==> src/rtl/instr_encoder.sv <==
// RV32I OP/OP-IMM instruction encoder with a single output register and auto-incrementing write address.
// Optional feature: define ENC_IMM_CHECK_EN to reject immediates that do not fit the encoded field.

`ifndef ALU_FUNCT_WIDTH
`define ALU_FUNCT_WIDTH 4
`define ALU_FUNCT_ADD   4'd0
`define ALU_FUNCT_SUB   4'd1
`define ALU_FUNCT_SLL   4'd2
`define ALU_FUNCT_SLT   4'd3
`define ALU_FUNCT_SLTU  4'd4
`define ALU_FUNCT_XOR   4'd5
`define ALU_FUNCT_SRL   4'd6
`define ALU_FUNCT_SRA   4'd7
`define ALU_FUNCT_OR    4'd8
`define ALU_FUNCT_AND   4'd9
`endif
`ifndef INSTR_REG_WIDTH
`define INSTR_REG_WIDTH 5
`endif
`ifndef INSTR_WIDTH
`define INSTR_WIDTH 32
`endif

module instr_encoder #(
  parameter int N      = 32,
  parameter int ADDR_W = 8
) (
  input  logic                        i_clk,
  input  logic                        i_rst,
  input  logic                        i_clear,
  input  logic                        i_in_valid,
  output logic                        o_in_ready,
  input  logic [`ALU_FUNCT_WIDTH-1:0] i_alu_funct,
  input  logic                        i_use_imm,
  input  logic [`INSTR_REG_WIDTH-1:0] i_rs1,
  input  logic [`INSTR_REG_WIDTH-1:0] i_rs2,
  input  logic [`INSTR_REG_WIDTH-1:0] i_rd,
  input  logic [N-1:0]                i_immed,
  output logic                        o_out_valid,
  input  logic                        i_out_ready,
  output logic [`INSTR_WIDTH-1:0]     o_instr,
  output logic [ADDR_W-1:0]           o_wr_addr,
  output logic                        o_enc_err,
  output logic [ADDR_W:0]             o_count
);

  localparam logic [6:0]              OPC_OP     = 7'b0110011;
  localparam logic [6:0]              OPC_OP_IMM = 7'b0010011;
  localparam logic [`INSTR_WIDTH-1:0] NOP_WORD   = 32'h0000_0013;
`ifdef ENC_IMM_CHECK_EN
  localparam logic IMM_CHECK = 1'b1;
`else
  localparam logic IMM_CHECK = 1'b0;
`endif

  logic                    r_out_valid;
  logic [`INSTR_WIDTH-1:0] r_instr;
  logic [ADDR_W-1:0]       r_wr_addr;
  logic                    r_enc_err;
  logic [ADDR_W:0]         r_count;

  logic [2:0]              w_f3;
  logic [6:0]              w_f7;
  logic                    w_known;
  logic                    w_shift;
  logic                    w_is_sub;
  logic                    w_imm_fits;
  logic                    w_shamt_fits;
  logic                    w_err;
  logic [`INSTR_WIDTH-1:0] w_word;
  logic                    w_accept;
  logic                    w_xfer;

  assign o_in_ready = !r_out_valid || i_out_ready;
  assign w_accept   = i_in_valid && o_in_ready;
  assign w_xfer     = r_out_valid && i_out_ready;

  // Range checks are always computed; IMM_CHECK decides whether they can raise an error.
  assign w_imm_fits   = (i_immed == {{(N-12){i_immed[11]}}, i_immed[11:0]});
  assign w_shamt_fits = (i_immed[N-1:5] == '0);

  // Field lookup for the requested ALU operation.
  always_comb begin
    w_f3     = 3'b000;
    w_f7     = 7'b0000000;
    w_known  = 1'b1;
    w_shift  = 1'b0;
    w_is_sub = 1'b0;
    case (i_alu_funct)
      `ALU_FUNCT_ADD:  w_f3 = 3'b000;
      `ALU_FUNCT_SUB:  begin w_f3 = 3'b000; w_f7 = 7'b0100000; w_is_sub = 1'b1; end
      `ALU_FUNCT_SLL:  begin w_f3 = 3'b001; w_shift = 1'b1; end
      `ALU_FUNCT_SLT:  w_f3 = 3'b010;
      `ALU_FUNCT_SLTU: w_f3 = 3'b011;
      `ALU_FUNCT_XOR:  w_f3 = 3'b100;
      `ALU_FUNCT_SRL:  begin w_f3 = 3'b101; w_shift = 1'b1; end
      `ALU_FUNCT_SRA:  begin w_f3 = 3'b101; w_f7 = 7'b0100000; w_shift = 1'b1; end
      `ALU_FUNCT_OR:   w_f3 = 3'b110;
      `ALU_FUNCT_AND:  w_f3 = 3'b111;
      default:         w_known = 1'b0;
    endcase
  end

  // Word assembly; any unencodable request becomes ADDI x0,x0,0.
  always_comb begin
    w_err = !w_known || (w_is_sub && i_use_imm) ||
            (IMM_CHECK && i_use_imm && (!w_imm_fits || (w_shift && !w_shamt_fits)));
    if (w_err) begin
      w_word = NOP_WORD;
    end else if (!i_use_imm) begin
      w_word = {w_f7, i_rs2, i_rs1, w_f3, i_rd, OPC_OP};
    end else if (w_shift) begin
      w_word = {w_f7, i_immed[4:0], i_rs1, w_f3, i_rd, OPC_OP_IMM};
    end else begin
      w_word = {i_immed[11:0], i_rs1, w_f3, i_rd, OPC_OP_IMM};
    end
  end

  // Output register plus address/count bookkeeping; clear beats a simultaneous transfer.
  always_ff @(posedge i_clk) begin
    if (i_rst) begin
      r_out_valid <= 1'b0;
      r_instr     <= '0;
      r_wr_addr   <= '0;
      r_enc_err   <= 1'b0;
      r_count     <= '0;
    end else begin
      if (w_accept) begin
        r_out_valid <= 1'b1;
        r_instr     <= w_word;
        r_enc_err   <= w_err;
      end else if (w_xfer) begin
        r_out_valid <= 1'b0;
      end else begin
        r_out_valid <= r_out_valid;
      end
      if (i_clear) begin
        r_wr_addr <= '0;
        r_count   <= '0;
      end else if (w_xfer) begin
        r_wr_addr <= r_wr_addr + ADDR_W'(1);
        if (r_count != '1) begin
          r_count <= r_count + (ADDR_W+1)'(1);
        end else begin
          r_count <= r_count;
        end
      end else begin
        r_wr_addr <= r_wr_addr;
      end
    end
  end

  assign o_out_valid = r_out_valid;
  assign o_instr     = r_instr;
  assign o_wr_addr   = r_wr_addr;
  assign o_enc_err   = r_enc_err;
  assign o_count     = r_count;

endmodule

==> config.mk <==
export PLATFORM = sky130hd
export DESIGN_NAME = instr_encoder
export DESIGN_NICKNAME = d
export VERILOG_FILES = /design/src/rtl/instr_encoder.sv
export SDC_FILE = /design/constraint.sdc
export NUM_CORES = 1
export LEC_CHECK = 0
export BUFFER_PORTS_ARGS = -buffer_cell sky130_fd_sc_hd__buf_4
export CAP_MARGIN = 20
export CORE_UTILIZATION = 44
export DETAILED_ROUTE_END_ITERATION = 12
export HOLD_SLACK_MARGIN = 0.02
export PLACE_DENSITY = 0.77
export RECOVER_POWER = 25
export SYNTH_ARGS = -nofsm -noshare
export SYNTH_HDL_FRONTEND = slang
export SYNTH_SLANG_ARGS = --single-unit
==> constraint.sdc <==
create_clock -name i_clk -period 1.92 [get_ports i_clk]
set_input_delay 0.48 -clock i_clk [delete_from_list [all_inputs] [get_ports i_clk]]
set_output_delay 0.48 -clock i_clk [all_outputs]
set_load 0.02 [all_outputs]
Word level (Yosys, flattened, before mapping)
Cells that the tools add are included. Widths: inputs -> output; s select.

Register bits: 51. Output and inout bits: 52.

Mux-type cells: 10. Eq/ne operators: 10. Add/subtract/negate cells: 2. Reduce and logical (&&, ||, !) cells: 15.

Operators by type and width (number): $mux 32 (3); $pmux 3 s7 (1); $eq 4x3->1 const B (4); $reduce_or 10->1 (1); $add 9x1->9 const B (1); $ne 9x9->1 const B (1); $add 8x1->8 const B (1); $eq 4x2->1 const B (2); $eq 4x4->1 const B (2); $mux 6 (1); $reduce_or 2->1 (3); $mux 1 (5); $eq 4x1->1 const B (1); $logic_not 4->1 (1); $logic_and 1x1->1 (3); $reduce_or 3->1 (1); $logic_not 1->1 (2); $logic_or 1x1->1 (2); $reduce_and 2->1 (1); $reduce_bool 2->1 (1).

Longest topological paths before layout
Gate-level depths: netlist (run 1).

Depth in word-level cells: 6. Mapped depth: 9. Depth with buffers taken out: 8.

Worst setup path after synthesis (run 1)
Ideal clock, no wire load.

Path type: register -> register. Start point: register r_count[0], in the netlist o_count[0]. End point: register r_count[4], in the netlist o_count[4]. Setup slack: 0.105 ns. Arrival time: 1.691 ns. Library setup time: 0.124 ns. Path buffers: 1. Cell stages (with the launch flop): 10. Cells stage by stage: dfxtp_1 -> ha_1 -> nand2_1 -> nor3_1 -> ha_1 -> and3b_1 -> clkbuf_1 -> nand4_1 -> xor2_1 -> nor2_1.

Word-level cells in the longest chain between the ends: 2.

RTL lines: from (decl) (line 60) `logic [ADDR_W:0] r_count;`; from (signal assigned) (line 143) `r_count <= r_count + (ADDR_W+1)'(1);`; from (signal assigned) (line 145) `r_count <= r_count;`; parallel branches: the longest is 2 deep, another holds $add 9x1->9.

Parallel ways; which one is timed is not known. A chain may end at the register's enable or synchronous reset.

Worst setup path in the final report (run 1)
Start point: register r_count[1], in the netlist o_count[1]. End point: register r_count[7], in the netlist o_count[7].

The elaborated chain is that of the path after synthesis.

==> results.sh, run 1 <==
export IMPL_hold_class="primary input to flip-flop"
export IMPL_leakage_uw=0.00109
export IMPL_finalPower_uw=2000
export IMPL_synth_most_common_cell="dfxtp_1"
export IMPL_die_width_um=70.1
export IMPL_antenna_found_initial=0
export IMPL_maxSlewHeadroom_pct=50.9
export IMPL_synth_top_area_cell="dfxtp_1"
export IMPL_synth_warnings=0
export IMPL_antenna_left=0
export IMPL_hp_start="i_rd[1]"
export IMPL_drive_above_1_share_pct=30.9
export IMPL_drt_iter0_markers=54
export IMPL_clockRootBuffer="clkbuf_8"
export IMPL_grt_usage_pct=19.6
export IMPL_grt_use_met3_pct=5.34
export IMPL_start_kind="flip-flop"
export IMPL_htree_num_levels=2
export IMPL_arrival_ns=1.98
export IMPL_postSynthAreaPerCell_um2=9.02
export IMPL_hold_buffers=0
export IMPL_start_util_pct=46.2
export IMPL_grt_pass1_wl_mm=7.80
export IMPL_rows=24
export IMPL_p_per_area_mw_per_mm2=744
export IMPL_port_buffers=85
export IMPL_endpoint_kind="flip-flop"
export IMPL_synth_edf_count=0
export IMPL_drv_slew=0
export IMPL_ys_seq_area_share_pct=45.2
export IMPL_tightest_slew_ns=0.736
export IMPL_netlist_instances=226
export IMPL_design_area_mm2=0.00269
export IMPL_routedWlPerCell_um=13.7
export IMPL_grt_pass1_vias=1766
export IMPL_fin_util_pct=61.0
export IMPL_fin_crit_sh_pct=93.7
export IMPL_first_pass_iters=4
export IMPL_synth_cell_types=41
export IMPL_finalHoldViolations=0
export IMPL_yosys_top_cells_count="dfxtp_1, nor2_1, a32oi_1"
export IMPL_grt_overflow=0
export IMPL_r2r_setup_slack_ns=0.12
export IMPL_cpMaxStageDelayCell="dfxtp_1"
export IMPL_cts_buffer_depth=2
export IMPL_hpwl_mm=3.43
export IMPL_grt_busiest_layer="met2"
export IMPL_placed_cell_area_mm2=0.00264
export IMPL_setup_tns_final_ns=0
export IMPL_synth_seq_cells=46
export IMPL_cts_made_buffers=5
export IMPL_cts_tree="done"
export IMPL_layout_min_cycle_time_ns=1.80
export IMPL_die_area_mm2=0.00491
export IMPL_ir_worst_vdd_uv=508
export IMPL_grt_use_met1_pct=24.1
export IMPL_r2r_end="o_count[7]$_SDFFE_PP0P_"
export IMPL_clk_latency_ns=0.30
export IMPL_crit_required_ns=2.10
export IMPL_die_h_um=70.1
export IMPL_synth_ff_type="dfxtp_1"
export IMPL_cp_startpoint="o_count[1]$_SDFFE_PP0P_"
export IMPL_cp_cell_sequence="ha_1 > nand2_1 > nor3_1 > ha_1 > nand3b_1 > nor4_2 > xnor2_1 > nor2_1"
export IMPL_syn_cell_area_mm2=0.00204
export IMPL_crit_type="flip-flop to flip-flop"
export IMPL_hold_depth=3
export IMPL_min_delay_worst_endpoint="o_instr[8]$_SDFFE_PP0P_"
export IMPL_path_buf_inv=0
export IMPL_whs_ns=0.430
export IMPL_grt_max_degree=31
export IMPL_diodes=0
export IMPL_clock_skew_ns=0.00639
export IMPL_synthArstFlopShare_pct=0
export IMPL_drcViolationCount=0
export IMPL_critPathTopFamily="simple AND/OR/NAND/NOR gates"
export IMPL_clk_pin_slew_ns=0.08
export IMPL_totalWireLength_mm=4.86
export IMPL_ios=109
export IMPL_cpMostUsedCell="ha_1"
export IMPL_maxCapViolCount=0
export IMPL_status="completed"
export IMPL_setup_viol=0
export IMPL_yosysTopAreaCellShare_pct=45.2
export IMPL_reg2reg_depth=8
export IMPL_place_congestion=0.729
export IMPL_vias=1925
export IMPL_cts_sinks=46
export IMPL_area_delta_synth_final_pct=32.0
export IMPL_vias_per_cell=5.41
export IMPL_slowest_delay_ns=0.35
export IMPL_core_area_mm2=0.00441
export IMPL_layout_nets=363
export IMPL_crit_path_max_fanout=7
export IMPL_synth_area_leaders="dfxtp_1, a32oi_1, nor2_1"
export IMPL_rr_startpoint="o_count[1]$_SDFFE_PP0P_"
export IMPL_max_freq_mhz=556
export IMPL_use_met2_pct=33.4
[area by class of cell]
| class | instances | area [um^2] |
|---|---|---|
| fill | 412 | 1720 |
| multi-input combinational | 155 | 972 |
| sequential | 46 | 921 |
| timing repair buffer | 90 | 606 |
| clock buffer | 5 | 68.8 |
| tap | 52 | 65.1 |
| clock inverter | 3 | 40.0 |
| inverter | 5 | 18.8 |
[per-layer routing]
layer  wire length [um]  up-vias
li1                   -      948
met3                288        6
met4                 55        0
met2               2310       68
met1               2210      903
met5                  0        -
[cells by family after synthesis]
logic type                 Yosys count  share of synthesized area, %
muxes                                5                          2.76
other                                1                         0.184
buffers and inverters               27                          7.85
xor gates and xnor gates            11                          4.72
adders and majority gates            3                          1.84
AOI/OAI and AO/OA                   47                          17.1
DFF                                 46                          45.2
and+or+nand+nor                     86                          20.4
[worst max path at each step]
stage                     slack [ns]  depth (start not counted)                      end
final                           0.12                          8  o_count[7]$_SDFFE_PP0P_
after global routing           -0.05                          8  o_count[7]$_SDFFE_PP0P_
after CTS                       0.07                          8  o_count[7]$_SDFFE_PP0P_
after detailed placement        0.09                          8  o_count[7]$_SDFFE_PP0P_
after global placement          0.12                          8  o_count[7]$_SDFFE_PP0P_
after floorplan                 0.10                          9  o_count[4]$_SDFFE_PP0P_
[where the power goes]
group | total, uW | internal (uW) | switching, uW | leakage (uW)
registers | 1000 | 984 | 20.0 | 0.000374
clock network | 705 | 383 | 322 | 0.0000579
logic | 293 | 129 | 164 | 0.000659
total | 2000 | 1500 | 506 | 0.00109
[metrics by stage]
step	cells	worst slack, ns
final	356	0.121
after global routing	356	-0.0455
after CTS	355	0.0740
after detailed placement	347	0.0855
after global placement	347	0.118
after floorplan	228	0.105
[sequential cells by signal, indices dropped and copies added, names as in the netlist]
register and flops:
o_instr 27, o_out_valid 1, o_enc_err 1, o_wr_addr 8
o_count 9
[placed cells by master, fill, tap and decap left out, drive strengths merged, types with 3 or more instances in the layout]
cell type  instances
a32oi             21
nand2b             3
o21ai              5
inv                5
nand3              7
or3                3
dfxtp             46
mux2               5
nor2              38
a21oi             11
xnor2              7
xor2               4
clkbuf            24
buf               71
nand2             16
conb               3
a211oi             3
nor3               5
ha                 3
[tightest hold or removal path, delay by kind of cell]
kind	cells	cell delay (ns)
buffers and inverters	1	0.08
AO/OA/AOI/OAI	1	0.07
AND/OR/NAND/NOR	1	0.07
[repair_timing]
action	in CTS	in global routing
setup endpoints to repair	0	2
setup buffers	0	1
hold endpoints to repair	0	0
gates resized for setup	0	1
(Power assumes the default switching activity.)
==> inputs of run 2 (changes only) <==
--- a/config.mk
+++ b/config.mk
@@ -5,13 +5,15 @@
 export SDC_FILE = /design/constraint.sdc
 export NUM_CORES = 1
 export LEC_CHECK = 0
+export ABC_CLOCK_PERIOD_IN_PS = 1920
 export BUFFER_PORTS_ARGS = -buffer_cell sky130_fd_sc_hd__buf_4
 export CAP_MARGIN = 20
 export CORE_UTILIZATION = 44
 export DETAILED_ROUTE_END_ITERATION = 12
 export HOLD_SLACK_MARGIN = 0.02
-export PLACE_DENSITY = 0.77
+export PLACE_DENSITY = 0.79
 export RECOVER_POWER = 25
+export REMOVE_ABC_BUFFERS = 1
 export SYNTH_ARGS = -nofsm -noshare
 export SYNTH_HDL_FRONTEND = slang
 export SYNTH_SLANG_ARGS = --single-unit
==> run 2 against run 1 <==
- count of clock-buffer cells in the layout increased by 2
- highest routed layer unchanged
- first-iteration DRC count is 22% higher
- sequential share of layout area grew 0.064 points
- critical path type unchanged
- sequential power about the same
- critical path depth unchanged
- die area unchanged
- clock power down 12%
- non-clock buffer count is 1 lower
- combinational power about the same
- clock skew fell by 0.0047 ns
- final cell count decreased by 0.28%
- power down 4.1%
==> results.sh, run 2 (same netlist as run 1, synthesis figures left out) <==
export IMPL_status="completed"
export IMPL_diodes=0
export IMPL_cpMostUsedCell="ha_1"
export IMPL_fin_util_pct=60.9
export IMPL_clk_latency_ns=0.30
export IMPL_register_area_um2=921
export IMPL_drive_above_1_share_pct=30.7
export IMPL_drcViolationCount=0
export IMPL_grt_max_degree=19
export IMPL_drv_slew=0
export IMPL_ios=109
export IMPL_place_congestion=0.750
export IMPL_die_width_um=70.1
export IMPL_crit_type="flip-flop to flip-flop"
export IMPL_drt_iter0_markers=66
export IMPL_start_kind="flip-flop"
export IMPL_rows=24
export IMPL_maxCapViolCount=0
export IMPL_arrival_ns=2.02
export IMPL_tightest_slew_ns=0.656
export IMPL_cts_resized=0
export IMPL_layout_commonest_cell="buf_4"
export IMPL_vias=1897
export IMPL_cp_cell_sequence="ha_1 > nand2_1 > nor3_1 > ha_1 > nand3b_1 > nor4_2 > xnor2_1 > nor2_1"
export IMPL_whs_ns=0.430
export IMPL_fill_cells=427
export IMPL_first_pass_iters=4
export IMPL_grt_pass1_vias=1685
export IMPL_setup_tns_final_ns=0
export IMPL_hold_class="primary input to flip-flop"
export IMPL_grt_pass1_wl_mm=7.72
export IMPL_routedWlPerCell_um=13.1
export IMPL_die_area_mm2=0.00491
export IMPL_hold_buffers=0
export IMPL_area_delta_synth_final_pct=31.7
export IMPL_hpwl_mm=3.35
export IMPL_grt_overflow=0
export IMPL_totalWireLength_mm=4.67
export IMPL_cts_buffer_depth=2
export IMPL_core_area_mm2=0.00441
export IMPL_die_h_um=70.1
export IMPL_max_freq_mhz=544
export IMPL_post_cts_buffers=0
export IMPL_slowest_delay_ns=0.36
export IMPL_critPathTopFamily="simple AND/OR/NAND/NOR gates"
export IMPL_vias_per_cell=5.34
export IMPL_clock_skew_ns=0.00166
export IMPL_rsz0062_at_grt="yes"
export IMPL_finalHoldViolations=0
export IMPL_crit_required_ns=2.10
export IMPL_antenna_found_initial=0
export IMPL_grt_usage_pct=19.4
export IMPL_largest_register_ffs=27
export IMPL_setup_viol=0
export IMPL_port_buffers=85
export IMPL_p_per_area_mw_per_mm2=715
export IMPL_cts_sinks=46
export IMPL_cts_made_buffers=5
export IMPL_layout_nets=362
export IMPL_clockRootBuffer="clkbuf_8"
export IMPL_ir_worst_vdd_uv=456
export IMPL_leakage_uw=0.00108
export IMPL_final_cell_mix="buf_4, dfxtp_1, nor2_1"
export IMPL_start_util_pct=46.2
export IMPL_path_buf_inv=0
export IMPL_cts_tree="done"
export IMPL_endpoint_kind="flip-flop"
export IMPL_cpMaxStageDelayCell="dfxtp_1"
export IMPL_htree_num_levels=2
export IMPL_antenna_left=0
export IMPL_layout_min_cycle_time_ns=1.84
export IMPL_maxSlewHeadroom_pct=56.2
export IMPL_clk_pin_slew_ns=0.08
export IMPL_fin_crit_sh_pct=95.7
export IMPL_multiInputGateArea_um2=977
export IMPL_crit_path_max_fanout=7
## run 2: report_power, final
group	internal (uW)	switching, uW
logic	133	163
clock network	291	330
registers	984	19.7
total	1410	513
## run 2: area by class of cell
class	instances	area share (%)
multi-input combinational	155	36.4
sequential	46	34.3
timing repair buffer	89	22.8
clock buffer	7	3.21
tap	52	2.42
inverter	5	0.699
clock inverter	1	0.186
## run 2: worst reg2reg max path: cells and delay by family, from the launching register on
kind	cells	cell delay [ns]
xor+xnor	1	0.15
flops	1	0.36
simple gates	5	0.79
fa+ha+maj	2	0.42
## run 2: path summary, 6_finish.rpt
kind / from / slack, ns / cells after the start / to
hold / removal: i_immed[5] / 0.43 / 3 / o_instr[25]$_SDFFE_PP0P_
hold reg to reg: o_instr[16]$_SDFFE_PP0P_ / 0.50 / 2 / o_instr[16]$_SDFFE_PP0P_
setup / recovery: o_count[0]$_SDFFE_PP0P_ / 0.08 / 8 / o_count[7]$_SDFFE_PP0P_
setup reg to reg: o_count[0]$_SDFFE_PP0P_ / 0.08 / 8 / o_count[7]$_SDFFE_PP0P_
## run 2: metal layers
metal | vias to the layer above | GRT usage [%] | routed length [um]
met2 | 74 | 30.6 | 2150
met4 | 0 | 6.67 | 59
li1 | 952 | - | -
met5 | - | 0 | 0
met1 | 866 | 24.7 | 2080
met3 | 5 | 6.78 | 371
## run 2: metrics by stage
step / setup slack [ns] / total power [uW] / instance area (um^2) / cells
finish: 0.0830 / 1920 / 2690 / 355
global route: -0.0209 / 2000 / 2690 / 355
CTS: 0.0629 / 1940 / 2740 / 355
detailed placement: 0.0774 / 1340 / 2650 / 347
global placement: 0.0971 / 1330 / 2650 / 347
floorplan: 0.111 / 1170 / 1910 / 206
==> inputs of run 3 (changes only) <==
--- a/config.mk
+++ b/config.mk
@@ -8,10 +8,12 @@
 export ABC_CLOCK_PERIOD_IN_PS = 1920
 export BUFFER_PORTS_ARGS = -buffer_cell sky130_fd_sc_hd__buf_4
 export CAP_MARGIN = 20
-export CORE_UTILIZATION = 44
+export CELL_PAD_IN_SITES_DETAIL_PLACEMENT = 1
+export CELL_PAD_IN_SITES_GLOBAL_PLACEMENT = 2
+export CORE_UTILIZATION = 24
 export DETAILED_ROUTE_END_ITERATION = 12
 export HOLD_SLACK_MARGIN = 0.02
-export PLACE_DENSITY = 0.79
+export PLACE_DENSITY_LB_ADDON = 0.1
 export RECOVER_POWER = 25
 export REMOVE_ABC_BUFFERS = 1
 export SYNTH_ARGS = -nofsm -noshare
==> run 3 against run 2 <==
- final area up 3.8%
- hold slack better by 0.0019 ns
- sequential share of layout area down 1.2 points
- largest cell class unchanged
- highest routed layer unchanged
- clock skew up 0.0065 ns
- critical endpoint unchanged
- maximum frequency up 3.3%
- count of clock-buffer cells in the layout unchanged
==> results.sh, run 3 (same netlist as run 1, synthesis figures left out) <==
export IMPL_status="completed"
export IMPL_cts_sinks=46
export IMPL_tightest_slew_ns=0.717
export IMPL_arrival_ns=1.95
export IMPL_endpoint_kind="flip-flop"
export IMPL_core_area_mm2=0.00822
export IMPL_setup_viol=0
export IMPL_rsz0062_at_grt="no"
export IMPL_drcViolationCount=0
export IMPL_clk_pin_slew_ns=0.09
export IMPL_first_pass_iters=4
export IMPL_layout_nets=368
export IMPL_hold_class="primary input to flip-flop"
export IMPL_die_h_um=94.2
export IMPL_crit_type="flip-flop to flip-flop"
export IMPL_drive_above_1_share_pct=32.5
export IMPL_crit_path_max_fanout=7
export IMPL_max_freq_mhz=563
export IMPL_die_width_um=94.2
export IMPL_grt_use_met1_pct=15.7
export IMPL_antenna_left=0
export IMPL_grt_pass1_vias=1897
export IMPL_clock_skew_ns=0.00816
export IMPL_htree_num_levels=2
export IMPL_clk_latency_ns=0.30
export IMPL_grt_pass1_wl_mm=9.17
export IMPL_r2r_setup_slack_ns=0.14
export IMPL_maxCapViolCount=0
export IMPL_grt_max_degree=30
export IMPL_vias_per_cell=4.77
export IMPL_p_per_area_mw_per_mm2=673
export IMPL_start_kind="flip-flop"
export IMPL_rows=33
export IMPL_hold_depth=3
export IMPL_cts_tree="done"
export IMPL_ios=109
export IMPL_layout_min_cycle_time_ns=1.78
export IMPL_start_util_pct=24.8
export IMPL_use_met2_pct=21.6
export IMPL_drv_slew=0
export IMPL_hpwl_mm=4.08
export IMPL_r2r_end="o_count[7]$_SDFFE_PP0P_"
export IMPL_setup_tns_final_ns=0
export IMPL_fin_util_pct=33.9
export IMPL_fin_crit_sh_pct=92.6
export IMPL_totalWireLength_mm=5.64
export IMPL_grt_busiest_layer="met2"
export IMPL_diodes=0
export IMPL_final_cell_mix="buf_4, dfxtp_1, nor2_1"
export IMPL_cts_buffer_depth=2
export IMPL_leakage_uw=0.00110
export IMPL_crit_required_ns=2.10
export IMPL_clockRootBuffer="clkbuf_8"
export IMPL_finalHoldViolations=0
export IMPL_die_area_mm2=0.00887
export IMPL_hp_start="i_immed[6]"
export IMPL_layout_commonest_cell="buf_4"
export IMPL_hold_buffers=0
export IMPL_ir_worst_vdd_uv=255
export IMPL_port_buffers=85
export IMPL_antenna_found_initial=0
export IMPL_place_congestion=0.694
export IMPL_drt_iter0_markers=15
export IMPL_grt_usage_pct=13.3
export IMPL_maxSlewHeadroom_pct=52.2
export IMPL_vias=1968
export IMPL_min_delay_worst_endpoint="o_instr[26]$_SDFFE_PP0P_"
export IMPL_cts_made_buffers=5
export IMPL_largest_register_ffs=27
export IMPL_rr_startpoint="o_count[0]$_SDFFE_PP0P_"
export IMPL_area_delta_synth_final_pct=36.7
export IMPL_grt_use_met3_pct=5.26
export IMPL_routedWlPerCell_um=13.7
export IMPL_reg2reg_depth=8
export IMPL_grt_overflow=0
[run 3: cell count changes in the layout (fill, tap and decap cells not counted), sizes merged]
cell	change
clkinv	-1
buf	+6
[run 3: worst max-delay path by stage]
stage	from	end	slack (ns)	depth (start not counted)
floorplan	i_out_ready	o_instr[30]$_SDFFE_PP0P_	0.11	4
global placement	i_out_ready	o_instr[9]$_SDFFE_PP0P_	0.03	5
detailed placement	i_out_ready	o_instr[8]$_SDFFE_PP0P_	0.03	5
CTS	o_count[1]$_SDFFE_PP0P_	o_count[7]$_SDFFE_PP0P_	0.03	8
global route	o_count[4]$_SDFFE_PP0P_	o_count[4]$_SDFFE_PP0P_	0.006	7
finish	o_count[0]$_SDFFE_PP0P_	o_count[7]$_SDFFE_PP0P_	0.14	8
[run 3: per-stage QoR]
step | setup slack (ns) | total power (uW) | instance area (um^2) | std cells | hold WS (ns)
2_1_floorplan | 0.111 | 1170 | 1910 | 206 | 0.544
3_3_place_gp | 0.0256 | 1350 | 2740 | 403 | 0.468
3_5_place_dp | 0.0311 | 1350 | 2740 | 403 | 0.477
4_1_cts | 0.0332 | 1940 | 2820 | 410 | 0.418
5_1_grt | 0.00572 | 1990 | 2790 | 413 | 0.429
6_report | 0.143 | 1880 | 2790 | 413 | 0.432
[run 3: layer usage]
layer  share of wire [%]  wire length, um
met4                0.85               48
met5                   0                0
met2                  48             2680
met3                 8.1              459
met1                  43             2450
[run 3: critical path: stages, from the launching register on]
cell	delay, ns
dfxtp_1	0.32
ha_2	0.19
nand2_2	0.07
nor3_1	0.06
ha_1	0.18
nand3b_1	0.29
nor4_2	0.36
xnor2_1	0.15
nor2_1	0.05
[run 3: power by group]
| part | switching [uW] | internal (uW) | total (uW) |
|---|---|---|---|
| combinational | 173 | 136 | 308 |
| sequential | 17.1 | 984 | 1000 |
| clock | 316 | 251 | 567 |
| total | 506 | 1370 | 1880 |
[run 3: cell type report]
type                            instances  area, um^2
Inverter                                5        18.8
Timing Repair Buffer                   95         658
Tap cell                              105         131
Multi-Input combinational cell        155         982
Fill cell                            1005        5430
Sequential cell                        46         922
Clock buffer                            7        76.3
[run 3: timing repair]
action / in CTS / in global routing
buffers inserted: 0 / 3
endpoints found under the setup margin: 0 / 3
resized for setup: 0 / 5
